## config.mk

```make
export PLATFORM = sky130hd
export DESIGN_NAME = rt_head_proc
export DESIGN_NICKNAME = d
export VERILOG_FILES = /design/src/rtl/rt_pkg.sv /design/src/rtl/digit_dec.sv /design/src/rtl/rt_head_proc.sv
export SDC_FILE = /design/constraint.sdc
export NUM_CORES = 1
export LEC_CHECK = 0
export CAP_MARGIN = 10
export CELL_PAD_IN_SITES_DETAIL_PLACEMENT = 1
export CELL_PAD_IN_SITES_GLOBAL_PLACEMENT = 1
export CORE_MARGIN = 2
export CORE_UTILIZATION = 32
export CTS_BUF_LIST = sky130_fd_sc_hd__clkbuf_4 sky130_fd_sc_hd__clkbuf_8
export CTS_CLUSTER_DIAMETER = 150
export DETAILED_ROUTE_END_ITERATION = 10
export GPL_TIMING_DRIVEN = 0
export PLACE_DENSITY = 0.83
export SKIP_CTS_REPAIR_TIMING = 1
export SYNTH_ARGS = -nofsm -noshare
export SYNTH_HDL_FRONTEND = slang
export SYNTH_SLANG_ARGS = --single-unit
```

## constraint.sdc

```tcl
create_clock -name clk -period 2.4 [get_ports clk]
set_input_delay 0.36 -clock clk [delete_from_list [all_inputs] [get_ports clk]]
set_output_delay 0.36 -clock clk [all_outputs]
set_load 0.03 [all_outputs]
```

## src/rtl/rt_pkg.sv

```systemverilog
// Shared definitions for the head-flit route processor.
// - Port one-hot codes, ordered {W,S,E,N,L} = bits [4:0].
// - Bit offsets of the route field carried in head flits.
// - FSM state encoding.
package rt_pkg;

    localparam logic [4:0] P_L = 5'b00001;
    localparam logic [4:0] P_N = 5'b00010;
    localparam logic [4:0] P_E = 5'b00100;
    localparam logic [4:0] P_S = 5'b01000;
    localparam logic [4:0] P_W = 5'b10000;

    // Route field layout: {ydir, y[3:0], xdir, x[3:0]}
    localparam int X_LSB = 0;
    localparam int X_DIR = 4;
    localparam int Y_LSB = 5;
    localparam int Y_DIR = 9;
    localparam int RF_W  = 10;

    typedef enum logic {
        WAIT_HEAD = 1'b0,
        IN_PKT    = 1'b1
    } rt_state_e;

endpackage

```

## src/rtl/digit_dec.sv

```systemverilog
// One-hot hop-count digit decoder/decrementer.
// Ports:
//   d     in  4  one-hot digit, value = index of the set bit
//   d_o   out 4  digit decremented by one hop (shift toward bit 0)
//   zero  out 1  digit is 4'b0001 (no hops left)
//   nzero out 1  valid digit with hops left
//   bad   out 1  digit does not have exactly one bit set
module digit_dec (
    input  logic [3:0] d,
    output logic [3:0] d_o,
    output logic       zero,
    output logic       nzero,
    output logic       bad
);

    always_comb begin
        d_o   = {1'b0, d[3:1]};
        zero  = (d == 4'b0001);
        bad   = !((d == 4'b0001) || (d == 4'b0010) ||
                  (d == 4'b0100) || (d == 4'b1000));
        nzero = !zero && !bad;
    end

endmodule

```

## src/rtl/rt_head_proc.sv

```systemverilog
// Head-flit route processor: decodes the XY hop-count digits of a head
// flit, picks the output port, decrements the digit of the dimension
// being travelled, locks that port until the packet tail, and registers
// the flit for the switch allocator.
// Handshake: a transfer happens on a link in any cycle where valid and
// ready are both high at the rising edge; a valid flit is held stable
// until it is taken, and in_rdy = !out_vld | out_rdy.
// Ports:
//   clk, rst_n         clock, asynchronous active-low reset
//   in_vld/in_rdy      input link handshake
//   in_data/head/tail  input flit, route field in bits [9:0]
//   out_vld/out_rdy    output register handshake
//   out_data/head/tail registered (possibly rewritten) flit
//   out_port           one-hot output port {W,S,E,N,L}
//   err                one-cycle protocol/encoding error pulse
//   dbg_state          current FSM state
module rt_head_proc
    import rt_pkg::*;
#(
    parameter int DW = 32
) (
    input  logic          clk,
    input  logic          rst_n,
    input  logic          in_vld,
    output logic          in_rdy,
    input  logic [DW-1:0] in_data,
    input  logic          in_head,
    input  logic          in_tail,
    output logic          out_vld,
    input  logic          out_rdy,
    output logic [DW-1:0] out_data,
    output logic          out_head,
    output logic          out_tail,
    output logic [4:0]    out_port,
    output logic          err,
    output rt_state_e     dbg_state
);

    rt_state_e state, state_nxt;
    logic [4:0] lock_port, lock_nxt;

    logic [3:0] x_dig, y_dig, x_dec, y_dec;
    logic       x_zero, x_nz, x_bad;
    logic       y_zero, y_nz, y_bad;

    logic [RF_W-1:0] route_field;
    logic [4:0]      route_port;
    logic            route_bad;

    logic          accept;
    logic          load;
    logic [DW-1:0] ld_data;
    logic          ld_head, ld_tail;
    logic [4:0]    ld_port;
    logic          err_nxt;

    assign x_dig     = in_data[X_LSB +: 4];
    assign y_dig     = in_data[Y_LSB +: 4];
    assign in_rdy    = !out_vld || out_rdy;
    assign accept    = in_vld && in_rdy;
    assign dbg_state = state;

    digit_dec u_x_dec (
        .d     (x_dig),
        .d_o   (x_dec),
        .zero  (x_zero),
        .nzero (x_nz),
        .bad   (x_bad)
    );

    digit_dec u_y_dec (
        .d     (y_dig),
        .d_o   (y_dec),
        .zero  (y_zero),
        .nzero (y_nz),
        .bad   (y_bad)
    );

    // XY routing: finish the X dimension before starting Y. A malformed
    // digit sends the flit to the local port untouched so it can be
    // inspected rather than misrouted.
    always_comb begin
        route_field = in_data[RF_W-1:0];
        route_port  = P_L;
        route_bad   = x_bad || y_bad;
        if (!route_bad) begin
            if (x_nz) begin
                route_port              = in_data[X_DIR] ? P_W : P_E;
                route_field[X_LSB +: 4] = x_dec;
            end else if (y_nz) begin
                route_port              = in_data[Y_DIR] ? P_S : P_N;
                route_field[Y_LSB +: 4] = y_dec;
            end
        end
    end

    always_comb begin
        state_nxt = state;
        lock_nxt  = lock_port;
        load      = 1'b0;
        ld_data   = in_data;
        ld_head   = 1'b0;
        ld_tail   = in_tail;
        ld_port   = lock_port;
        err_nxt   = 1'b0;
        unique case (state)
            WAIT_HEAD: begin
                if (accept) begin
                    if (in_head) begin
                        load      = 1'b1;
                        ld_data   = {in_data[DW-1:RF_W], route_field};
                        ld_head   = 1'b1;
                        ld_port   = route_port;
                        lock_nxt  = route_port;
                        err_nxt   = route_bad;
                        state_nxt = in_tail ? WAIT_HEAD : IN_PKT;
                    end else begin
                        // Orphan body/tail flit: consumed and dropped.
                        err_nxt = 1'b1;
                    end
                end
            end
            IN_PKT: begin
                if (accept) begin
                    // A stray head inside a packet is demoted to a body flit.
                    load    = 1'b1;
                    err_nxt = in_head;
                    if (in_tail) state_nxt = WAIT_HEAD;
                end
            end
            default: state_nxt = WAIT_HEAD;
        endcase
    end

    always_ff @(posedge clk or negedge rst_n) begin
        if (!rst_n) begin
            state     <= WAIT_HEAD;
            lock_port <= '0;
            out_vld   <= 1'b0;
            out_data  <= '0;
            out_head  <= 1'b0;
            out_tail  <= 1'b0;
            out_port  <= '0;
            err       <= 1'b0;
        end else begin
            state     <= state_nxt;
            lock_port <= lock_nxt;
            err       <= err_nxt;
            // load implies in_rdy, so a stalled flit is never overwritten.
            if (load) begin
                out_vld  <= 1'b1;
                out_data <= ld_data;
                out_head <= ld_head;
                out_tail <= ld_tail;
                out_port <= ld_port;
            end else if (out_rdy) begin
                out_vld <= 1'b0;
            end
        end
    end

endmodule
```

==> impl_metrics.tcl, run 1 <==
set metrics [dict create \
    diodes 0 \
    outcome "complete, no violations" \
    ant_nets 0 \
    grt_start_max_net_pins 27 \
    finalPower_mw 2.50 \
    netlist_area_mm2 0.00195 \
    wl_per_cell_um 14.8 \
    r2r-end "out_data[6]" \
    maxSlewViolCount 0 \
    cts_root_buf "clkbuf_8" \
    synth_edf_count 0 \
    antenna_found_initial 0 \
    grt_remaining_overflow 0 \
    synth_top_cell_by_area "dfrtp_1" \
    rr_startpoint "out_vld" \
    drc 0 \
    synthTopCellsByArea "dfrtp_1, nand2_1, o21ai_0" \
    io_buffers 80 \
    start_util_pct 33.1 \
    maxCapViolations 0 \
    avgSynthCellArea_um2 9.88 \
    synthCells 197 \
    synth_seq_area_share_pct 60.5 \
    cp_max_fo 10 \
    cp_slowest_cell "nor4b_4" \
    maxSlewHeadroom_pct 63.2 \
    fp-row-count 28 \
    finish.utilization_pct 50.3 \
    fin_crit_sh_pct 88.9 \
    synth.most_common_cell "nand2_1" \
    areaGrowthSynthToFinish_pct 52.3 \
    cts_tree "yes" \
    required_ns 2.57 \
    cp_cell_sequence "clkdlybuf4s50_1 -> nand2b_1 -> nand4b_2 -> nor4b_4 -> mux2i_1 -> o21ai_0" \
    gp_congestion 0.695 \
    vdd_ir_drop_max_mv 0.399 \
    syn_nets 235 \
    firstDrtPassIters 4 \
    seq_power_share_pct 40.7 \
    switchingPower_uw 881 \
    synth-seq-cells 47 \
    critPathKind "in2reg" \
    p_int_mw 1.62 \
    worstMarginPinSlew_ns 0.550 \
    hpwlAfterDp_mm 3.98 \
    hold_class "in2async" \
    arrival_ns 2.30 \
    grt_util_all_layers_pct 16.7 \
    cts_buffers 5 \
    yosys_warnings 0 \
    reg2reg_slack_ns 0.42 \
    core_area_mm2 0.00589 \
    rsz0062_at_grt "no" \
    pre_cts_ws_ns -0.199 \
    dieArea_mm2 0.00672 \
    drive_gt1_share_pct 6.67 \
    vias 1683 \
    die_y_um 82.0 \
    chipWidth_um 82.0 \
    viasPerCell 4.68 \
    fmax_mhz 469 \
    max_stage_delay_ns 0.56 \
    finalClockSkew_ns 0.00715 \
    reg2reg_depth 5 \
    io_pins 81 \
    swShare_pct 35.2 \
    startpoint "out_rdy" \
    synth_cell_type_count 23 \
    finalCriticalPeriod_ns 2.13 \
    fin_nets 323 \
    cp-end-kind "flop" \
    drt_wl_total_mm 5.33 \
    yosys-top-cells-count "nand2_1, dfrtp_1, o21ai_0, a21oi_1, nor2_1" \
    cts.sink_count 47 \
    clkLatencyLatePin_ns 0.30 \
    hold_viol_final 0 \
    p_per_area_mw_per_mm2 844 \
    netlist.area_leader.share_pct 60.5 \
    comb_power_share_pct 36.4 \
    synth-main-ff-cell "dfrtp_1" \
    finalSetupViolations 0 \
    startpoint_type "primary input" \
    worst_slack_ns 0.267 \
    clkPwrFrac_pct 22.9 \
    p_leak_nw 1.35 \
    grt_pass1_wl_mm 8.46 \
    htree_levels 2 \
    async_flop_share_pct 100 \
    clock_path_buffers 2 \
    clk_pin_slew_worst_paths_ns 0.09 \
    grt_pass1_vias 1719 \
    drt_iter0_drc 69 \
]
## power groups by stage
stage	Combinational, mW	Sequential (mW)	Clock, mW
after floorplan	0.188	1.31	0
after global placement	0.899	1.02	0
after detailed placement	0.919	1.03	0
after CTS	0.923	1.02	0.593
after global routing	0.980	1.04	0.628
final	0.910	1.02	0.573
## cells in the final DEF (no fill, tap or decap), types with 3 or more instances in the layout
cell and instances:
mux2_2 3, clkbuf_8 5, nand2b_1 5, dfrtp_1 47, o21ai_0 9, a22o_1 4
clkdlybuf4s50_1 79, clkbuf_1 6, nand2_1 84, nor2_1 8, a21oi_1 8, inv_1 3
mux2i_1 4
## worst max-delay path by stage
stage	slack, ns	end	depth (start not counted)
floorplan	0.33	out_data[6]	5
global placement	-0.41	out_data[19]	1
detailed placement	-0.20	out_data[0]	7
CTS	0.11	out_data[0]	7
global route	0.10	out_data[0]	7
finish	0.27	out_data[6]	6
## sequential cells by signal (all words and copies together) (netlist names)
register and count:
dbg_state 1, err 1, lock_port 5, out_data 32, out_head 1, out_port 5
out_tail 1, out_vld 1
## metal layers
metal	global-route usage (%)	vias up	share of wire (%)
met5	0	-	0
met4	3.00	0	0.66
met3	6.04	5	7.2
met2	27.7	51	49
met1	21.0	815	43
li1	-	812	-
## area by class of cell
class	count	area, um2
repair buffers	81	816
multi-input cells	140	732
inverters	3	11.3
clock buffers	5	68.8
plain buffers	7	27.5
well taps	75	93.8
fillers	674	2920
flip-flops and latches	47	1180
clock inverters	2	37.5
## worst max-delay path, delay by kind of cell
| kind | cells | cell delay (ns) |
|---|---|---|
| multiplexers | 1 | 0.24 |
| AO/OA/AOI/OAI | 1 | 0.09 |
| AND/OR/NAND/NOR | 3 | 1.14 |
| buffers and inverters | 1 | 0.46 |
## stage by stage
step                      setup TNS [ns]  cell area (um2)  std cells  hold slack [ns]
after global placement            -21.24             2840        352            0.454
after floorplan                        0             1950        197           0.0644
after global routing                   0             2960        360           0.0519
after detailed placement           -3.15             2860        353            0.370
final                                  0             2960        360           0.0303
after CTS                              0             2960        360           0.0403
## logic make-up after synthesis
logic type	synth area share, %
XOR/XNOR	0.900
multiplexers	4.57
buffers and inverters	1.93
AO/OA/AOI/OAI	9.00
flip-flops	60.5
AND/OR/NAND/NOR	23.2
(Power assumes the default switching activity.)
==> run 2, diff against run 1 <==
CORE_ASPECT_RATIO = 0.5   (was not set)
==> run 2 against run 1 <==
  * Via count decreased by 0.36%
  * Non-clock buffer count increased by 1
  * Sequential share of layout area decreased by 0.28 points
==> impl_metrics.tcl, run 2 (synthesis gave the netlist of run 1 again) <==
set metrics [dict create \
    fmax_mhz 452 \
    cts.sink_count 47 \
    final_common_cell "nand2_1" \
    die_y_um 59.1 \
    hold_class "in2async" \
    viasPerCell 4.61 \
    maxCapViolations 0 \
    drt_iter0_drc 33 \
    hpwlAfterDp_mm 4.03 \
    fillerInstances 675 \
    drive_gt1_share_pct 6.97 \
    cp_cell_sequence "clkdlybuf4s50_1 -> nand2b_1 -> nand4b_2 -> nor4b_4 -> mux2i_1 -> o21ai_0" \
    most-common-layout-cells "nand2_1, clkdlybuf4s50_1, dfrtp_1" \
    grt_pass1_vias 1816 \
    startpoint_type "primary input" \
    required_ns 2.54 \
    maxSlewHeadroom_pct 59.3 \
    crit_family "simple AND/OR/NAND/NOR gates" \
    ant_nets 0 \
    dieArea_mm2 0.00676 \
    grt_start_max_net_pins 42 \
    p_per_area_mw_per_mm2 848 \
    rsz0062_at_grt "no" \
    vias 1677 \
    worstMarginPinSlew_ns 0.607 \
    antenna_found_initial 0 \
    clkLatencyLatePin_ns 0.30 \
    htree_levels 2 \
    diodes 0 \
    max_stage_delay_ns 0.61 \
    gp_congestion 0.748 \
    hold_viol_final 0 \
    drt_wl_total_mm 5.43 \
    firstDrtPassIters 4 \
    cts_root_buf "clkbuf_8" \
    start_util_pct 32.5 \
    core_area_mm2 0.00598 \
    grt_remaining_overflow 0 \
    drc 0 \
    fp-row-count 20 \
    io_buffers 80 \
    grt_util_all_layers_pct 16.8 \
    finalSetupViolations 0 \
    wl_per_cell_um 14.9 \
    cp_max_fo 10 \
    areaGrowthSynthToFinish_pct 53.4 \
    fin_nets 324 \
    io_pins 81 \
    arrival_ns 2.36 \
    clk_pin_slew_worst_paths_ns 0.09 \
    chipWidth_um 114 \
    cts_tree "yes" \
    finalClockSkew_ns 0.00694 \
    grt_pass1_wl_mm 8.76 \
    top_regs "out_data: 32 flops, lock_port: 5 flops, out_port: 5 flops" \
    largest-register "out_data" \
    fin_crit_sh_pct 92.3 \
    crit_buf_inv 1 \
    finalCriticalPeriod_ns 2.21 \
    critPathKind "in2reg" \
    largest_reg_flops 32 \
    finalPower_mw 2.53 \
    outcome "complete, no violations" \
    setup_tns_ns 0 \
    cp_slowest_cell "nor4b_4" \
    cts_buffers 5 \
    p_leak_nw 1.36 \
    vdd_ir_drop_max_mv 0.283 \
    cp-end-kind "flop" \
    maxSlewViolCount 0 \
    clock_path_buffers 2 \
]
[run 2: worst paths after layout]
| check | start | to | slack, ns | depth (start not counted) |
|---|---|---|---|---|
| setup reg to reg | out_vld | out_data[7] | 0.32 | 5 |
| max in group asynchronous | rst_n | out_data[10] | 1.50 | 3 |
| hold / removal | rst_n | out_data[26] | 0.44 | 2 |
| min in group clk | out_data[23] | out_data[23] | 0.48 | 2 |
| setup / recovery | out_rdy | out_data[7] | 0.19 | 6 |
| hold reg to reg | out_data[23] | out_data[23] | 0.48 | 2 |
[run 2: power by group]
group	total [mW]	switching, mW	internal, mW
sequential	1.02	0.0846	0.935
combinational	0.918	0.538	0.380
clock	0.594	0.280	0.314
[run 2: per-layer routing]
layer,up-vias,track usage [%],wire [um]
met2,23,31.1,2930
met3,2,3.27,136
met4,0,5.05,31
li1,820,-,-
met1,832,20.4,2340
met5,-,0,0
[run 2: layout make-up]
class / count / area [um2] / share of cell area (%)
sequential: 47 / 1180 / 39.4
timing repair buffer: 82 / 826 / 27.7
multi-input combinational: 140 / 732 / 24.5
tap: 77 / 96.3 / 3.23
clock buffer: 5 / 68.8 / 2.31
clock inverter: 3 / 46.3 / 1.55
buffer: 7 / 27.5 / 0.922
inverter: 3 / 11.3 / 0.377
[run 2: through the flow]
step           utilization (%)  hold WS, ns  cell area (um2)  instances  worst slack (ns)
5_1_grt                   49.9        0.461             2980        364            0.0825
3_5_place_dp              47.8        0.218             2860        355            -0.128
3_3_place_gp              47.5        0.452             2840        354            -0.305
6_report                  49.9        0.443             2980        364             0.186
2_1_floorplan                -       0.0644             1950        197             0.331
4_1_cts                   49.7       -0.120             2970        363             0.146
==> RTL edit 1, RTL diff (config.mk and constraints of run 2) <==
Change the parameter `DW` from 32 to 16.
--- a/src/rtl/rt_head_proc.sv
+++ b/src/rtl/rt_head_proc.sv
@@ -18,5 +18,5 @@
     import rt_pkg::*;
 #(
-    parameter int DW = 32
+    parameter int DW = 16
 ) (
     input  logic          clk,
Ports: changed (resized in_data and out_data); port bits go from 81 to 49. No check against the original RTL was run, so the function may have changed too.
==> RTL edit 1 against run 2 <==
  * Die area shrank 29%
  * Count of clock-buffer cells in the layout did not move
  * Maximum frequency shrank 0.64%
  * Power shrank 37%
  * Design area is 33% lower
  * Global-route usage up 0.45 points
  * Highest routed layer unchanged
  * Sequential cell count down 16
  * Routed wire length down 33%
  * Worst setup slack worse by 0.014 ns
  * Critical path type unchanged
  * Final cell count shrank 35%
  * Via count fell by 33%
  * Non-clock buffer count down 36
  * Area after synthesis down 31%
  * Sequential power down 36%
==> RTL edit 1: results <==
export IMPL_met2_length_um=1760
export IMPL_postPlaceCellArea_um2=1930
export IMPL_drt_initial_drc_count=22
export IMPL_met1_length_um=1720
export IMPL_seq_area_um2=776
export IMPL_arrival_ns=2.38
export IMPL_ir_drop_uv=361
export IMPL_ys_types=20
export IMPL_grt_first_pass_wirelength_um=6020
export IMPL_clkCellAreaFrac_pct=4.17
export IMPL_multi_input_area_um2=546
export IMPL_yosys_register_bits=31
export IMPL_syn_inst=127
export IMPL_pg_comb_mw=0.543
export IMPL_dp_cells=230
export IMPL_grt_max_degree=19
export IMPL_vias=1116
export IMPL_top_regs="out_data (16), lock_port (5), out_port (5)"
export IMPL_num_nonclk_inverters=4
export IMPL_fillers=442
export IMPL_outcome="finished, final reports clean"
export IMPL_pre_cts_slack_ns=-0.154
export IMPL_met1_usage_pct=22.0
export IMPL_clk_pin_slew_ns=0.06
export IMPL_drive_gt1_share_pct=10.9
export IMPL_synth_area_leaders="dfrtp_1 (57%), nand2_1 (8.9%), o21ai_0 (4.1%)"
export IMPL_use_met2_pct=28.0
export IMPL_comb_multi_input_count=88
export IMPL_nonClkBufAreaFrac_pct=26.1
export IMPL_synth_nets=149
export IMPL_clk_power_mw=0.397
export IMPL_synth_seq_area_share_pct=57.4
export IMPL_worstHoldPathType="register to register"
export IMPL_power_switching_mw=0.562
export IMPL_met3_length_um=118
export IMPL_synth_compound_area_share_pct=13.5
export IMPL_synthXorXnorAreaFrac_pct=1.30
export IMPL_synth_commonest_cells="nand2_1 (32), dfrtp_1 (31), o21ai_0 (11), a21oi_1 (8), nor2_1 (7)"
export IMPL_portBuffers=48
export IMPL_dp_hpwl_um=2770
export IMPL_grt_pass1_vias=1185
export IMPL_fin_cells=238
export IMPL_signal_buffers=53
export IMPL_power_density_nw_per_um2=791
export IMPL_power_mw=1.59
export IMPL_gp_congestion=0.746
export IMPL_grtUsageMet3_pct=4.59
export IMPL_wirelength_um=3640
export IMPL_leakage_nw=0.885
export IMPL_die_w_um=95.9
export IMPL_synthMuxAreaShare_pct=7.41
export IMPL_clock_skew_final_ns=0.00564
## RTL edit 1: cell count changes in the layout (fill, tap and decap cells not counted), moves of 2 or more
cell | before | now
clkdlybuf4s50_1 | 79 | 48
clkbuf_1 | 6 | 3
clkinv_2 | 0 | 3
dfrtp_1 | 47 | 31
o21ai_0 | 9 | 11
nand2_1 | 84 | 32
## RTL edit 1: path summary, 6_finish.rpt
kind                                 to  cells after the start  slack, ns        start
hold reg to reg             out_data[6]                      2       0.48  out_data[6]
min in group asynchronous   out_port[3]                      1       0.52        rst_n
setup reg to reg            out_data[7]                      4       0.40    dbg_state
hold / removal              out_data[6]                      2       0.48  out_data[6]
setup / recovery            out_data[7]                      6       0.17   in_data[1]
max in group asynchronous  lock_port[4]                      2       1.34        rst_n
## RTL edit 1: worst max-delay path: stages
cell and delay (ns):
clkdlybuf4s50_1 0.50, xor2_1 0.21, o211ai_1 0.44, nor4b_4 0.50, mux2i_1 0.27, o21ai_0 0.10
==> RTL edit 2, RTL diff (flow settings as in run 2) <==
Without the edit above. Register the output `dbg_state` once more; this adds one clock of latency there. The other outputs are not delayed to match.
--- a/src/rtl/rt_head_proc.sv
+++ b/src/rtl/rt_head_proc.sv
@@ -59,5 +59,7 @@
     assign in_rdy    = !out_vld || out_rdy;
     assign accept    = in_vld && in_rdy;
-    assign dbg_state = state;
+    always_ff @(posedge clk) begin
+        dbg_state <= state;
+    end
 
     digit_dec u_x_dec (
Behaviour: not the same (Yosys sat finds a counterexample within 4 cycles, from zero or initial values and one cycle with rst_n low).
==> RTL edit 2 against run 2 <==
  * Worst setup slack improved by 0.074 ns
  * Area after synthesis up 0.71%
  * Design area is essentially flat
  * Routed wire length increased by 5.6%
  * Power fell by 2.7%
  * Sequential share of layout area up 0.70 points
  * Global-route usage is 0.88 points higher
  * Sequential cell count up 1
  * Critical endpoint is now out_data[6]
  * Largest power group unchanged
==> RTL edit 2: results <==
export IMPL_use_met2_pct=31.6
export IMPL_met2_length_um=2980
export IMPL_htree_levels=2
export IMPL_worstHoldPathType="register to register"
export IMPL_portBuffers=80
export IMPL_vias=1696
export IMPL_leakage_nw=1.35
export IMPL_fillers=687
export IMPL_grt_first_pass_wirelength_um=9180
export IMPL_cts_max_path_buffers=2
export IMPL_reg2reg_slack_ns=0.42
export IMPL_grt_max_degree=37
export IMPL_min_from="out_data[15]"
export IMPL_holdPathStages=2
export IMPL_max_stage_delay_ns=0.58
export IMPL_met1_length_um=2490
export IMPL_reg2reg_to="out_data[6]"
export IMPL_grt_usage_pct=17.7
export IMPL_arrival_ns=2.30
export IMPL_antenna_found_initial=0
export IMPL_crit_path_max_fanout=10
export IMPL_synth_commonest_cells="nand2_1 (80), dfrtp_1 (47), o21ai_0 (10), a21oi_1 (8), nor2_1 (7)"
export IMPL_yosys_warnings=0
export IMPL_top_usage_layer="met2"
export IMPL_synth_nets=232
export IMPL_cts_buffers=5
export IMPL_synth_area_leaders="dfrtp_1 (60%), nand2_1 (15%), o21ai_0 (2.6%)"
export IMPL_synth_seq_area_share_pct=61.0
export IMPL_hold_ws_ns=0.485
export IMPL_dp_hpwl_um=4300
export IMPL_drt_initial_drc_count=55
export IMPL_n_antenna_cell=0
export IMPL_top_regs="out_data (32), lock_port (5), out_port (5)"
export IMPL_switching_share_pct=36.3
export IMPL_synthArstFlopShare_pct=97.9
export IMPL_path_delay_family="simple AND/OR/NAND/NOR gates"
export IMPL_ys_types=22
export IMPL_clk_latency_ns=0.30
export IMPL_firstDrtPassIters=4
export IMPL_grt_pass1_vias=1879
export IMPL_slew_headroom_pct=55.2
export IMPL_met1_usage_pct=22.0
export IMPL_whs_endpoint="out_data[15]"
export IMPL_outcome="finished, final reports clean"
export IMPL_ir_drop_uv=295
export IMPL_wl_per_cell_um=15.9
export IMPL_clock_skew_final_ns=0.00643
export IMPL_met3_length_um=158
export IMPL_drv_slew=0
export IMPL_drive_gt1_share_pct=7.39
export IMPL_crit_slowest_cell="nor4b_4"
export IMPL_final_nets=321
export IMPL_r2r_start="out_vld"
export IMPL_gp_congestion=0.697
export IMPL_synth_ff_type="dfrtp_1"
RTL edit 2: final cells by class:
type                       instances  area, um^2  share of cell area, %
multi-input combinational        136         728                   24.4
clock inverter                     1        7.51                  0.252
inverter                           4        15.0                  0.504
timing repair buffer              82         826                   27.7
clock buffer                       7        90.1                   3.02
buffer                             6        22.5                  0.755
sequential                        48        1200                   40.1
tap                               77        96.3                   3.23
RTL edit 2: metrics by stage:
step	setup WS (ns)	power [mW]	std cells	cell area [um^2]
finish	0.260	2.46	361	2980
detailed placement	-0.271	1.96	352	2870
CTS	0.0556	2.49	360	2970
floorplan	0.329	1.50	194	1960
global route	0.110	2.57	361	2980
global placement	-0.299	1.92	351	2860
RTL edit 2: kinds of logic after synthesis:
logic type      Yosys count  share of synthesized area, %
flops                    48                          61.0
buf+inv                  10                          1.92
compound gates           28                          9.32
mux                       9                          5.11
xor+xnor                  2                         0.894
simple gates             97                          21.7
RTL edit 2: worst register-to-register path: stages, from the launching register on:
cell and delay [ns]:
dfrtp_1 0.39, nand2b_1 0.18, nand4b_2 0.37, nor4b_4 0.58, mux2i_1 0.24, o21ai_0 0.09
RTL edit 2: worst max path at each step:
stage                 start      endpoint  slack (ns)  depth (start not counted)
global route        out_rdy   out_data[7]        0.11                          6
detailed placement  out_rdy   out_data[2]       -0.27                          7
finish              out_rdy   out_data[6]        0.26                          6
floorplan           out_vld   out_data[6]        0.33                          5
global placement      rst_n      out_head       -0.30                          1
CTS                 out_rdy  out_data[21]        0.06                          7
RTL edit 2: power groups by stage:
stage                     sequential [mW]  combinational [mW]  clock, mW
after floorplan                      1.32               0.183          0
after global placement               1.04               0.877          0
after detailed placement             1.05               0.907          0
after CTS                            1.04               0.910      0.538
after global routing                 1.05               0.962      0.562
final                                1.04               0.902      0.527
